==> src/rtl/avr_tick_sched_pkg.sv <==
// Shared definitions for the AVR tick scheduler: register map, FSM states, CTRL bit positions.
package avr_tick_sched_pkg;

  localparam logic [2:0] A_SEL    = 3'd0;
  localparam logic [2:0] A_CTRL   = 3'd1;
  localparam logic [2:0] A_RELOAD = 3'd2;
  localparam logic [2:0] A_COUNT  = 3'd3;
  localparam logic [2:0] A_PEND   = 3'd4;
  localparam logic [2:0] A_MASK   = 3'd5;
  localparam logic [2:0] A_VEC    = 3'd6;
  localparam logic [2:0] A_STAT   = 3'd7;

  typedef enum logic {
    S_IDLE = 1'b0,
    S_SCAN = 1'b1
  } state_t;

  localparam int unsigned CTRL_EN      = 7;
  localparam int unsigned CTRL_ONESHOT = 6;
  localparam int unsigned STAT_LOST    = 7;

endpackage

==> src/rtl/avr_tick_sched_prio.sv <==
// Priority encoder: lowest set bit of req wins; valid flags any request.
module avr_tick_sched_prio #(
  parameter int unsigned NCH = 8
) (
  input  logic [NCH-1:0] req,
  output logic           valid,
  output logic [2:0]     id
);

  always_comb begin
    valid = |req;
    id    = '0;
    for (int i = NCH - 1; i >= 0; i--) begin
      if (req[i]) id = 3'(i);
    end
  end

endmodule

==> src/rtl/avr_tick_sched.sv <==
// Shares one systick pulse among NCH software timers through a single scanning decrementer.
// Optional macro AVR_TICK_SCHED_PRESCALE_EN adds a 4-bit tick prescaler in STAT[3:0].
module avr_tick_sched
  import avr_tick_sched_pkg::*;
#(
  parameter int unsigned NCH = 8,
  parameter int unsigned CW  = 8
) (
  input  logic       clk,
  input  logic       rst,
  input  logic       tick,
  input  logic       io_re,
  input  logic       io_we,
  input  logic [2:0] io_a,
  input  logic [7:0] io_di,
  output logic [7:0] io_do,
  output logic       irq,
  output logic       busy
);

  state_t          state;
  logic [2:0]      ch, sel;
  logic [NCH-1:0]  en, oneshot, pend, mask;
  logic [CW-1:0]   reload [NCH];
  logic [CW-1:0]   count  [NCH];
  logic            tkq, lost;
  logic [7:0]      vec_q;
  logic            vec_valid;
  logic [2:0]      vec_id;
  logic            wr, tick_in, last, collide, step;
  logic [CW-1:0]   cur, dec;
  logic [3:0]      presc_rd;
  logic [7:0]      rd;

`ifdef AVR_TICK_SCHED_PRESCALE_EN
  logic [3:0] presc, pcnt;
  assign tick_in  = tick & (pcnt == presc);
  assign presc_rd = presc;
`else
  assign tick_in  = tick;
  assign presc_rd = 4'h0;
`endif

  assign wr   = io_we & ~io_re;
  assign busy = (state == S_SCAN);
  assign last = (32'(ch) == NCH - 1);
  assign cur  = count[ch];
  assign dec  = cur - CW'(1);

  // A CPU write to COUNT/CTRL of the channel under the decrementer cancels that step.
  assign collide = wr && (sel == ch) && ((io_a == A_COUNT) || (io_a == A_CTRL));
  assign step    = (state == S_SCAN) && en[ch] && !collide;

  avr_tick_sched_prio #(.NCH(NCH)) u_prio (
    .req   (pend & mask),
    .valid (vec_valid),
    .id    (vec_id)
  );

  always_ff @(posedge clk) begin
    if (!rst) begin
      state   <= S_IDLE;
      ch      <= '0;
      sel     <= '0;
      en      <= '0;
      oneshot <= '0;
      pend    <= '0;
      mask    <= '0;
      tkq     <= 1'b0;
      lost    <= 1'b0;
      vec_q   <= '0;
      irq     <= 1'b0;
      for (int i = 0; i < NCH; i++) begin
        reload[i] <= '0;
        count[i]  <= '0;
      end
`ifdef AVR_TICK_SCHED_PRESCALE_EN
      presc <= '0;
      pcnt  <= '0;
`endif
    end else begin
      irq   <= |(pend & mask);
      vec_q <= {vec_valid, 4'b0, vec_id};
`ifdef AVR_TICK_SCHED_PRESCALE_EN
      if (tick) pcnt <= (pcnt == presc) ? 4'h0 : pcnt + 4'h1;
`endif

      if (wr) begin
        case (io_a)
          A_SEL:    if (32'(io_di[2:0]) < NCH) sel <= io_di[2:0];
          A_CTRL: begin
            en[sel]      <= io_di[CTRL_EN];
            oneshot[sel] <= io_di[CTRL_ONESHOT];
            if (io_di[CTRL_EN] && !en[sel]) count[sel] <= reload[sel];
          end
          A_RELOAD: reload[sel] <= io_di[CW-1:0];
          A_COUNT:  count[sel]  <= io_di[CW-1:0];
          A_PEND:   pend <= pend & ~io_di[NCH-1:0];
          A_MASK:   mask <= io_di[NCH-1:0];
          A_STAT: begin
            if (io_di[STAT_LOST]) lost <= 1'b0;
`ifdef AVR_TICK_SCHED_PRESCALE_EN
            presc <= io_di[3:0];
            pcnt  <= '0;
`endif
          end
          default: ;
        endcase
      end

      // Hardware sets below are ordered after the w1c writes so the set wins.
      case (state)
        S_IDLE: begin
          if (tick_in || tkq) begin
            state <= S_SCAN;
            ch    <= '0;
            tkq   <= 1'b0;
          end
        end
        S_SCAN: begin
          if (tick_in) begin
            if (tkq) lost <= 1'b1;
            else     tkq  <= 1'b1;
          end
          ch <= ch + 3'd1;
          if (last) state <= S_IDLE;
        end
        default: state <= S_IDLE;
      endcase

      if (step) begin
        if (cur != '0) begin
          count[ch] <= dec;
        end else begin
          pend[ch] <= 1'b1;
          if (oneshot[ch]) en[ch]    <= 1'b0;
          else             count[ch] <= reload[ch];
        end
      end
    end
  end

  always_comb begin
    rd = '0;
    case (io_a)
      A_SEL:    rd[2:0] = sel;
      A_CTRL: begin
        rd[CTRL_EN]      = en[sel];
        rd[CTRL_ONESHOT] = oneshot[sel];
      end
      A_RELOAD: rd[CW-1:0]  = reload[sel];
      A_COUNT:  rd[CW-1:0]  = count[sel];
      A_PEND:   rd[NCH-1:0] = pend;
      A_MASK:   rd[NCH-1:0] = mask;
      A_VEC:    rd = vec_q;
      A_STAT:   rd = {lost, 3'b0, presc_rd};
      default:  rd = '0;
    endcase
  end

  assign io_do = io_re ? rd : 8'h00;

endmodule

==> config.mk <==
export PLATFORM = sky130hd
export DESIGN_NAME = avr_tick_sched
export DESIGN_NICKNAME = d
export VERILOG_FILES = /design/src/rtl/avr_tick_sched_pkg.sv /design/src/rtl/avr_tick_sched_prio.sv /design/src/rtl/avr_tick_sched.sv
export SDC_FILE = /design/constraint.sdc
export NUM_CORES = 1
export LEC_CHECK = 0
export BUFFER_PORTS_ARGS = -buffer_cell sky130_fd_sc_hd__buf_2
export CORE_MARGIN = 2
export CORE_UTILIZATION = 60
export DETAILED_ROUTE_END_ITERATION = 7
export GPL_TIMING_DRIVEN = 0
export PLACE_DENSITY = 0.77
export SLEW_MARGIN = 0
export SYNTH_ARGS = -nofsm -noshare
export SYNTH_HDL_FRONTEND = slang
export SYNTH_SLANG_ARGS = --single-unit
==> constraint.sdc <==
create_clock -name clk -period 3.4 [get_ports clk]
set_input_delay 0.34 -clock clk [delete_from_list [all_inputs] [get_ports clk]]
set_output_delay 0.34 -clock clk [all_outputs]
set_load 0.02 [all_outputs]
# After elaboration in Yosys (flattened, before gate mapping)
# Memory sizes are Yosys's and may differ from the RTL's. A register that Yosys moved wholly into a read port is not among the register bits.
# Index checks and enable logic that the tools add are counted.
# op_classes
n_addsub	2
magnitude_cmp	4
n_eq_ne	11
n_mux	92
bitwise_logic	12
reduce_logical	24
# ops
cell	count
$mux W8	17
$mux W3	19
$mux W1	42
$reduce_or A8 Y1	4
$and A8 B8 Y8	3
$pmux W3 S6	1
$bwmux W8	2
$not A8 Y8	2
$eq A3 B3 Y1 const B	5
$pmux W3 S5	1
$pmux W2 S7	1
$bmux W1 S3	4
$lt A3 B4 Y1 const B	2
$or A8 B8 Y8	1
$reduce_and A2 Y1	4
$reduce_bool A8 Y1	1
$sub A8 B1 Y8 const B	1
$logic_and A1 B1 Y1	7
$demux W1 S3	2
$eq A3 B2 Y1 const B	2
$ge A3 B1 Y1 const B	2
$pmux W3 S2	1
$reduce_or A5 Y1	1
$ne A2 B2 Y1 const B	2
other kinds (12)	18
# word_totals
ff_bits	49
mem_bits_rw	128
input_bits	16
output_inout_bits	10
word_cells	161
memories	2
# mem_list
name	words	width	read_ports	rd_ports_with_merged_regs	write_ports	line_no	text
count	8	8	2	2	8	avr_tick_sched.sv:25	logic [CW-1:0] count [NCH];
reload	8	8	2	2	8	avr_tick_sched.sv:24	logic [CW-1:0] reload [NCH];

# Logic depth before layout (Yosys ltp)
# Gate-level depths: netlist (run 1).
# depth
depth_word	12
mapped_depth	12
mapped_depth_nobuf	7

# Modules after synthesis
# Synthesis (run 1) repeated with hierarchy kept, for this count alone.
# hier_totals
cells_unflattened	858
hier_area_um2	10148.5
# modules_own_cells
module	instances	cells_per_inst	area_per_inst_um2	seq_area_each_um2
avr_tick_sched	1	845	10067.2	4884.7
avr_tick_sched_prio	1	13	81.3	0.0

# Worst setup path before layout (run 1)
# OpenSTA, ideal clock, no wires.
# synth_path
kind	reg2reg
from	register with a tool-made name
to	memory count[0][0], enable pin
setup_ns	0.329
arrival_ns	2.735
t_required_ns	3.071
setup_slack_ns	0.336
stages_incl_launch_ff	12
n_path_buf	4
cell_sequence	dfxtp_1 -> buf_2 -> buf_2 -> mux4_2 -> mux2i_1 -> buf_2 -> ha_1 -> o211a_1 -> nand2_2 -> clkbuf_1 -> o211ai_1 -> nand3_1
# synth_lines
item	line_no
to (decl)	avr_tick_sched.sv:25

==> out/summary.txt, run 1 <==
first-pass GRT wire length: 48.1 mm
peak supply drop: 0.388 mV
CP peak stage delay: 0.48 ns
CTS max path bufs: 2
Critical Path AT: 3.00 ns
fraction of synthesized area in multiplexers: 22.0%
boundary pin count: 26
final antenna-violating net count: 0
nets@finish: 922
Mapped Area: 0.0102 mm2
n_diodes: 0
TritonCTS Buffers: 17
layout cells sized above 1: 21.4%
Clk Tree Root Cell: clkbuf_16
Die W: 135 um
status: complete, no violations
leakage: 3.87 nW
Synth Area in Simple Gates: 14.7%
Worst Skew: 0.00877 ns
initial antenna violation count: 0
area of placed instances: 0.0106 mm2
TritonCTS clock tree: done
Setup crit end kind: output pin
die area: 0.0181 mm2
crit-path leading delay family: buffers and inverters
XOR/XNOR Fraction of Synth Area: 0.428%
via count: 8193
Post-route DRC: 0
Initial Util: 61.5%
power per cell area: 435 mW/mm2
min Tclk post-route: 3.34 ns
FP Rows: 47
HPWL Detailed: 22.9 mm
core area: 0.0166 mm2
Primary FF master, synth: edfxtp_1
Port Buffers: 22
wire per inst: 28.2 um
Pins Over Slew Limit: 0
Max Cap Viol: 0
Placer Congestion: 1.03
max frequency: 0.299 GHz
crit start category: register
Setup violations, final: 0
initial drt markers: 891
Post-CTS Hold Fix Bufs: 0
post-synthesis sequential area ratio: 47.5%
Hold/Removal Path Class: input pin to register
Num Clock Sinks: 179
Design Area, Final: 0.0114 mm2
Most common cell on crit path: buf_2
count of different cell masters after synthesis: 61
largest net degree at the start of global routing: 19
synthesized instance count: 854
Slew @ Worst Pin: 1.39 ns
Slew HR: 7.38%
crit path max fanout: 10
CP bufs+invs: 3
All-Layer GR Usage: 36.5%
mean post-synth cell area: 12.0 um2
final hold slack: 0.192 ns
Post-synth EDFFs: 128
Worst-Skew Late Latency: 0.44 ns
gr ovfl total: 0
Hold Fails Final Rpt: 0
vias in the first global route: 8067
asr flop ratio synth: 0%
Slowest cell on crit path: buf_2
clk slew on worst S/H paths: 0.07 ns
H-tree depth: 4
register bit total from synthesis: 179
routed wire length: 32.0 mm
adder-cell share of the synthesized area: 0.489%
worst-path cell chain: clkbuf_1, buf_2, mux2i_1, nor2_1, a21oi_1, o21ai_0, and3_1, buf_2
DR pass1 iterations: 5
Die Ht: 135 um
critical path data required time: 3.06 ns
Vias per Instance: 7.22
Setup CP Type: register to output pin
final worst-path cycle share: 98.2%
Synth-to-Final Area Change: 11.1%
yosys warns: 0
RSZ-0062 raised after global routing: no
Synthesized Nets: 874
complex-gate fraction of the synthesized area: 11.7%
reg-to-reg setup timing slack: 0.14 ns
combinational family with the most area after synthesis: multiplexers
-- where the power goes --
group | switching [W] | total [W] | leakage, nW | internal (W)
Sequential | 0.0000361 | 0.00243 | 1.73 | 0.00239
Clock | 0.000948 | 0.00199 | 0.292 | 0.00105
Combinational | 0.000331 | 0.000526 | 1.84 | 0.000195
-- final cells by class --
type | instances | area (um2)
multi-input cells | 599 | 5100
fillers | 1191 | 5270
inverters | 8 | 30.0
plain buffers | 66 | 333
well taps | 220 | 275
clock buffers | 17 | 425
flip-flops and latches | 179 | 4870
clock inverters | 15 | 165
repair buffers | 31 | 178
-- cells by family after synthesis --
family,after synthesis
buffers and inverters,76
adder cells (fa/ha/maj),4
AND/OR/NAND/NOR,286
flip-flops,179
AO/OA/AOI/OAI,166
XOR/XNOR,5
multiplexers,138
-- per-stage QoR --
| step | total power [W] | TNS [ns] | std cells | setup WS [ns] | utilization [%] |
|---|---|---|---|---|---|
| after floorplan | 0.00280 | 0 | 854 | 0.336 | - |
| after global placement | 0.00295 | -36.26 | 1096 | -0.561 | 63.8 |
| after detailed placement | 0.00297 | -36.36 | 1096 | -0.569 | 63.9 |
| after CTS | 0.00491 | 0 | 1135 | 0.0206 | 68.2 |
| after global routing | 0.00506 | 0 | 1135 | 0.0142 | 68.3 |
| final | 0.00495 | 0 | 1135 | 0.0598 | 68.3 |
-- cell usage after synthesis (4+ instances only) --
| master | instances | area, um2 |
|---|---|---|
| nor2_1 | 41 | 154 |
| o21ai_1 | 6 | 30.0 |
| and2_1 | 71 | 444 |
| nand4_1 | 13 | 81.3 |
| ha_1 | 4 | 50.1 |
| o211ai_1 | 8 | 60.1 |
| a22oi_1 | 10 | 75.1 |
| mux2i_1 | 51 | 510 |
| inv_1 | 8 | 30.0 |
| nand3_1 | 28 | 140 |
| a211oi_1 | 4 | 30.0 |
| o32ai_1 | 25 | 219 |
| nor3_1 | 11 | 55.1 |
| nand2_1 | 72 | 270 |
| o21ai_0 | 15 | 75.1 |
| nand3b_1 | 4 | 30.0 |
| mux2_2 | 17 | 191 |
| buf_1 | 7 | 26.3 |
| nor2b_1 | 7 | 43.8 |
| xnor2_1 | 4 | 35.0 |
| buf_2 | 13 | 65.1 |
| dfxtp_1 | 51 | 1020 |
| a21oi_1 | 27 | 135 |
| edfxtp_1 | 128 | 3840 |
| nand2b_1 | 11 | 68.8 |
| nor3b_1 | 4 | 30.0 |
| a221oi_1 | 8 | 70.1 |
| o22ai_1 | 35 | 219 |
| o221ai_1 | 8 | 70.1 |
| mux4_2 | 67 | 1510 |
| and3_1 | 8 | 50.1 |
| clkbuf_1 | 45 | 169 |
-- placed cells by master, fill, tap and decap left out, types with 10 or more instances in the layout --
cell type  synthesis  layout
buf_4              0      14
clkbuf_1          45      39
dfxtp_1           51      50
o32ai_1           25      25
mux2_2            17      17
o21ai_0           15      12
nand2b_1          11      11
nand4_1           13      13
o22ai_1           35      35
a21oi_1           27      27
mux4_2            67      67
and2_1            71      71
buf_2             13      30
nor2_1            41      40
clkbuf_16          0      17
mux2i_1           51      51
nand2_1           72      71
nand3_1           28      25
edfxtp_1         128     128
nor3_1            11      11
a22oi_1           10      10
-- registers in the layout, summed over array words and instances, names as in the netlist, named ones only --
name / count
oneshot: 8
mask: 8
irq: 1
busy: 1
reload: 64
ch: 3
tkq: 1
vec_q: 3
lost: 1
en: 8
sel: 3
pend: 8
count: 64
-- layer usage --
layer	up-vias	global-route usage (%)	routed length [um]
li1	3464	-	-
met1	3947	48.0	11900
met2	640	56.2	14700
met3	142	8.86	3590
met4	0	20.1	1780
met5	-	0	0
-- worst reg2reg max path, delay by kind of cell, from the launching register on --
family	cells	cell delay, ns
AND/OR/NAND/NOR	3	2.08
buffers and inverters	1	0.43
flip-flops	1	0.39
-- what timing repair did --
| action | in CTS | in global routing |
|---|---|---|
| pin swaps | 8 | 2 |
| resized for setup | 26 | 14 |
| setup endpoints to repair | 114 | 102 |
| buffers inserted | 8 | 0 |
-- final timing paths --
path,start,endpoint,cells past startpoint
hold / removal,tick,tkq,3
setup / recovery,register,io_do[6],8
hold reg to reg,oneshot[7],oneshot[7],2
setup reg to reg,sel[0],reload[1][3],4
Note: power is estimated with default switching activity, not from simulation.
==> run 2: changes to the inputs <==
- CORE_UTILIZATION: 60 -> 25
- PLACE_DENSITY: 0.77 -> 0.43
==> out/summary.txt, run 2 (same netlist as run 1, synthesis figures left out) <==
status: complete, no violations
Clk Tree Root Cell: clkbuf_16
most frequent cells in the layout: edfxtp_1, and2_1, nand2_1, mux4_2, dfxtp_1
initial antenna violation count: 0
Worst Skew: 0.0155 ns
final worst-path cycle share: 97.1%
pre-CTS setup slack: -0.832 ns
CP peak stage delay: 0.42 ns
Slew HR: 4.32%
nets@finish: 933
Die W: 206 um
met1 usage: 24.7%
final antenna-violating net count: 0
Design Area, Final: 0.0119 mm2
met3 Track Usage GR: 2.76%
Die Ht: 206 um
Synth-to-Final Area Change: 16.3%
largest net degree at the start of global routing: 17
leakage: 3.91 nW
Pwr Total: 0.00496 W
power per cell area: 417 mW/mm2
All-Layer GR Usage: 17.9%
Hold/Removal Path Class: input pin to register
Port Buffers: 22
FP Rows: 74
crit start category: register
Critical Path AT: 3.42 ns
boundary pin count: 26
core area: 0.0406 mm2
initial drt markers: 741
routing usage on met2: 28.7%
routed wire length: 37.1 mm
crit-path leading delay family: buffers and inverters
min Tclk post-route: 3.30 ns
worst-path cell chain: buf_4, buf_4, mux4_2, mux2i_2, buf_4, ha_1, o211a_4, nand2_4, clkbuf_4, o211ai_1, buf_4, nand3_4
Vias per Instance: 5.36
vias in the first global route: 7803
layout cells sized above 1: 23.4%
n_diodes: 0
most common cell after layout, fill and taps aside: edfxtp_1
die area: 0.0426 mm2
crit path max fanout: 11
clk slew on worst S/H paths: 0.07 ns
Num Clock Sinks: 179
Pins Over Slew Limit: 0
post-route setup slack: 0.0974 ns
Most common cell on crit path: buf_4
top flop regs: count x64, reload x64
Worst-Skew Late Latency: 0.46 ns
Setup violations, final: 0
critical path data required time: 3.52 ns
max frequency: 0.303 GHz
H-tree depth: 4
Placer Congestion: 0.853
Initial Util: 25.2%
TritonCTS clock tree: done
via count: 7812
Setup CP Type: register to register
Post-route DRC: 0
Slowest cell on crit path: dfxtp_1
Hold Fails Final Rpt: 0
DR pass1 iterations: 5
wire per inst: 25.5 um
CTS max path bufs: 2
Max Cap Viol: 0
Core Util, Final: 29.3%
Setup crit end kind: register
final hold slack: 0.220 ns
TritonCTS Buffers: 17
gr ovfl total: 0
area of placed instances: 0.0111 mm2
busiest layer in global routing: met2
first-pass GRT wire length: 53.9 mm
HPWL Detailed: 27.2 mm
peak supply drop: 0.324 mV
Slew @ Worst Pin: 1.42 ns
CP bufs+invs: 5
## run 2: repair_timing
item,4_1_cts,5_1_grt
resized for setup,39,16
hold buffers,0,0
setup endpoints to repair,152,101
buffers inserted,13,1
pin swaps,9,2
## run 2: through the flow
step	cells	TNS [ns]
3_3_place_gp	1408	-71.00
5_1_grt	1458	-0.277
4_1_cts	1458	0
3_5_place_dp	1414	-64.33
2_1_floorplan	854	0
6_report	1458	0
## run 2: layout make-up
cell class,instances,area [um2]
Buffer,66,349
Clock buffer,18,429
Clock inverter,14,139
Fill cell,4155,28700
Inverter,8,30.0
Multi-Input combinational cell,599,5150
Sequential cell,179,4870
Tap cell,532,666
Timing Repair Buffer,42,272
## run 2: layer usage
metal / wire (um) / up-vias / share of wire (%)
met5: 0 / - / 0
met4: 908 / 0 / 2.4
met3: 2030 / 62 / 5.5
met2: 17400 / 298 / 47
met1: 16800 / 3972 / 45
li1: - / 3480 / -
## run 2: power by group
| part | total, W | leakage [nW] | switching (W) | internal, W |
|---|---|---|---|---|
| clock network | 0.00198 | 0.267 | 0.000906 | 0.00108 |
| registers | 0.00242 | 1.73 | 0.0000338 | 0.00239 |
| logic | 0.000559 | 1.91 | 0.000354 | 0.000205 |
| total | 0.00496 | 3.91 | 0.00129 | 0.00367 |
## run 2: final timing paths
kind	from	end	slack (ns)	depth (start not counted)
worst max-delay path	register	count[0][7]	0.1	12
worst min register to register	oneshot[3]	oneshot[3]	0.48	2
worst max register to register	register	count[0][7]	0.1	12
worst min-delay path	tick	tkq	0.22	3
## run 2: worst min-delay path, delay by kind of cell
| family | cells | cell delay [ns] |
|---|---|---|
| and+or+nand+nor | 2 | 0.18 |
| buffers and inverters | 1 | 0.10 |
==> run 3: changes to the inputs <==
- GPL_TIMING_DRIVEN: 0 -> default
==> out/summary.txt, run 3 (same netlist as run 1, synthesis figures left out) <==
status: complete, no violations
hold depth: 3
All-Layer GR Usage: 16.7%
crit start category: register
CP peak stage delay: 0.55 ns
Reg2Reg Depth: 9
most common cell after layout, fill and taps aside: edfxtp_1
max frequency: 0.313 GHz
largest net degree at the start of global routing: 33
DR pass1 iterations: 6
Port Buffers: 25
Post-CTS Hold Fix Bufs: 0
wire per inst: 23.9 um
worst-path cell chain: buf_12, mux4_2, mux2i_1, nor2_1, a21oi_1, o21ai_0, and3_1, buf_2
most frequent cells in the layout: edfxtp_1, nand2_1, buf_4, and2_1, mux4_2
power per cell area: 413 mW/mm2
met1 usage: 22.1%
initial drt markers: 715
nets@finish: 925
boundary pin count: 26
CTS max path bufs: 2
clk slew on worst S/H paths: 0.07 ns
hold worst-path end: tkq
post-route setup slack: 0.210 ns
Clk Tree Root Cell: clkbuf_16
min Tclk post-route: 3.19 ns
CP bufs+invs: 2
leakage: 4.01 nW
Setup crit end kind: output pin
HPWL Detailed: 25.7 mm
Hold/Removal Path Class: input pin to register
Slew HR: 38.8%
Pins Over Slew Limit: 0
Worst Skew: 0.0168 ns
Setup violations, final: 0
area of the multi-input gates: 0.00505 mm2
via count: 7572
gr ovfl total: 0
top flop regs: count x64, reload x64
Slowest cell on crit path: mux4_2
initial antenna violation count: 1
Critical Path AT: 2.85 ns
Synth-to-Final Area Change: 16.2%
layout cells sized above 1: 25.3%
final antenna-violating net count: 0
FP Rows: 74
FF+latch area: 0.00487 mm2
die area: 0.0426 mm2
crit-path leading delay family: multiplexers
first-pass GRT wire length: 51.3 mm
Slew @ Worst Pin: 0.914 ns
met3 Track Usage GR: 2.63%
pre-CTS setup slack: 0.355 ns
final worst-path cycle share: 93.8%
TritonCTS Buffers: 17
Hold Fails Final Rpt: 0
Post-route DRC: 0
fill cell count: 4174
Hold Startpoint: tick
Placer Congestion: 0.818
core area: 0.0406 mm2
Worst-Skew Late Latency: 0.45 ns
busiest layer in global routing: met2
Max Cap Viol: 0
Vias per Instance: 5.22
critical path data required time: 3.06 ns
PostCTS Resize Cnt: 0
routing usage on met2: 28.4%
Die W: 206 um
reg-to-reg setup timing slack: 0.30 ns
Setup Fix Bufs, Post-CTS: 0
Worst R2R End: count[2][1]
Initial Util: 25.2%
post-route setup TNS: 0 ns
RSZ-0062 raised after global routing: no
TritonCTS clock tree: done
n_diodes: 0
crit path max fanout: 32
Pwr Total: 0.00491 W
routed wire length: 34.6 mm
Num Clock Sinks: 179
Setup CP Type: register to output pin
Die Ht: 206 um
H-tree depth: 4
vias in the first global route: 7620
peak supply drop: 0.281 mV
-- run 3: cell count changes in the layout (fill, tap and decap cells not counted), sizes merged --
| cell | previous run | this run |
|---|---|---|
| bufinv | 2 | 1 |
| clkinv | 7 | 6 |
| inv | 9 | 12 |
| clkinvlp | 4 | 3 |
| buf | 64 | 100 |
| clkbuf | 62 | 18 |
-- run 3: worst max-delay path by stage --
stage / slack [ns] / startpoint / cells after the start / endpoint
after floorplan: 0.34 / register / 11 / count[0][0]
after global placement: 0.39 / register / 8 / count[2][4]
after detailed placement: 0.35 / register / 9 / count[5][3]
after CTS: 0.22 / register / 8 / io_do[6]
after global routing: 0.13 / register / 8 / count[7][0]
final: 0.21 / register / 8 / io_do[6]
-- run 3: layout make-up --
type / instances / area share [%]
multi-input combinational: 599 / 42.5
clock inverter: 14 / 1.07
sequential: 179 / 40.9
timing repair buffer: 100 / 6.10
inverter: 8 / 0.252
clock buffer: 18 / 3.61
tap: 532 / 5.60
-- run 3: metrics by stage --
stage / instance area [um2] / util, % / hold slack [ns] / cells
global route: 11900 / 29.3 / 0.210 / 1450
detailed placement: 11300 / 27.9 / 0.470 / 1418
finish: 11900 / 29.3 / 0.202 / 1450
floorplan: 10200 / - / 0.443 / 854
CTS: 11900 / 29.3 / 0.192 / 1450
global placement: 11300 / 27.9 / 0.468 / 1418
-- run 3: per-layer routing --
| metal | up-vias | wire length, um |
|---|---|---|
| met5 | - | 16 |
| met4 | 2 | 481 |
| met3 | 35 | 1350 |
| met2 | 193 | 17100 |
| met1 | 3875 | 15700 |
| li1 | 3467 | - |
-- run 3: power by group --
group / internal (W) / switching [W] / total (W)
Combinational: 0.000203 / 0.000326 / 0.000528
Sequential: 0.00239 / 0.0000497 / 0.00244
Clock: 0.00102 / 0.000926 / 0.00194
-- run 3: worst reg2reg max path: stages (launching register included) --
cell and delay, ns:
dfxtp_1 0.69, mux4_2 0.31, mux2i_1 0.07, buf_4 0.19, ha_1 0.21, o211a_1 0.16, nand2_2 0.11, o21ai_1 0.08
buf_4 0.18, o211ai_1 0.73
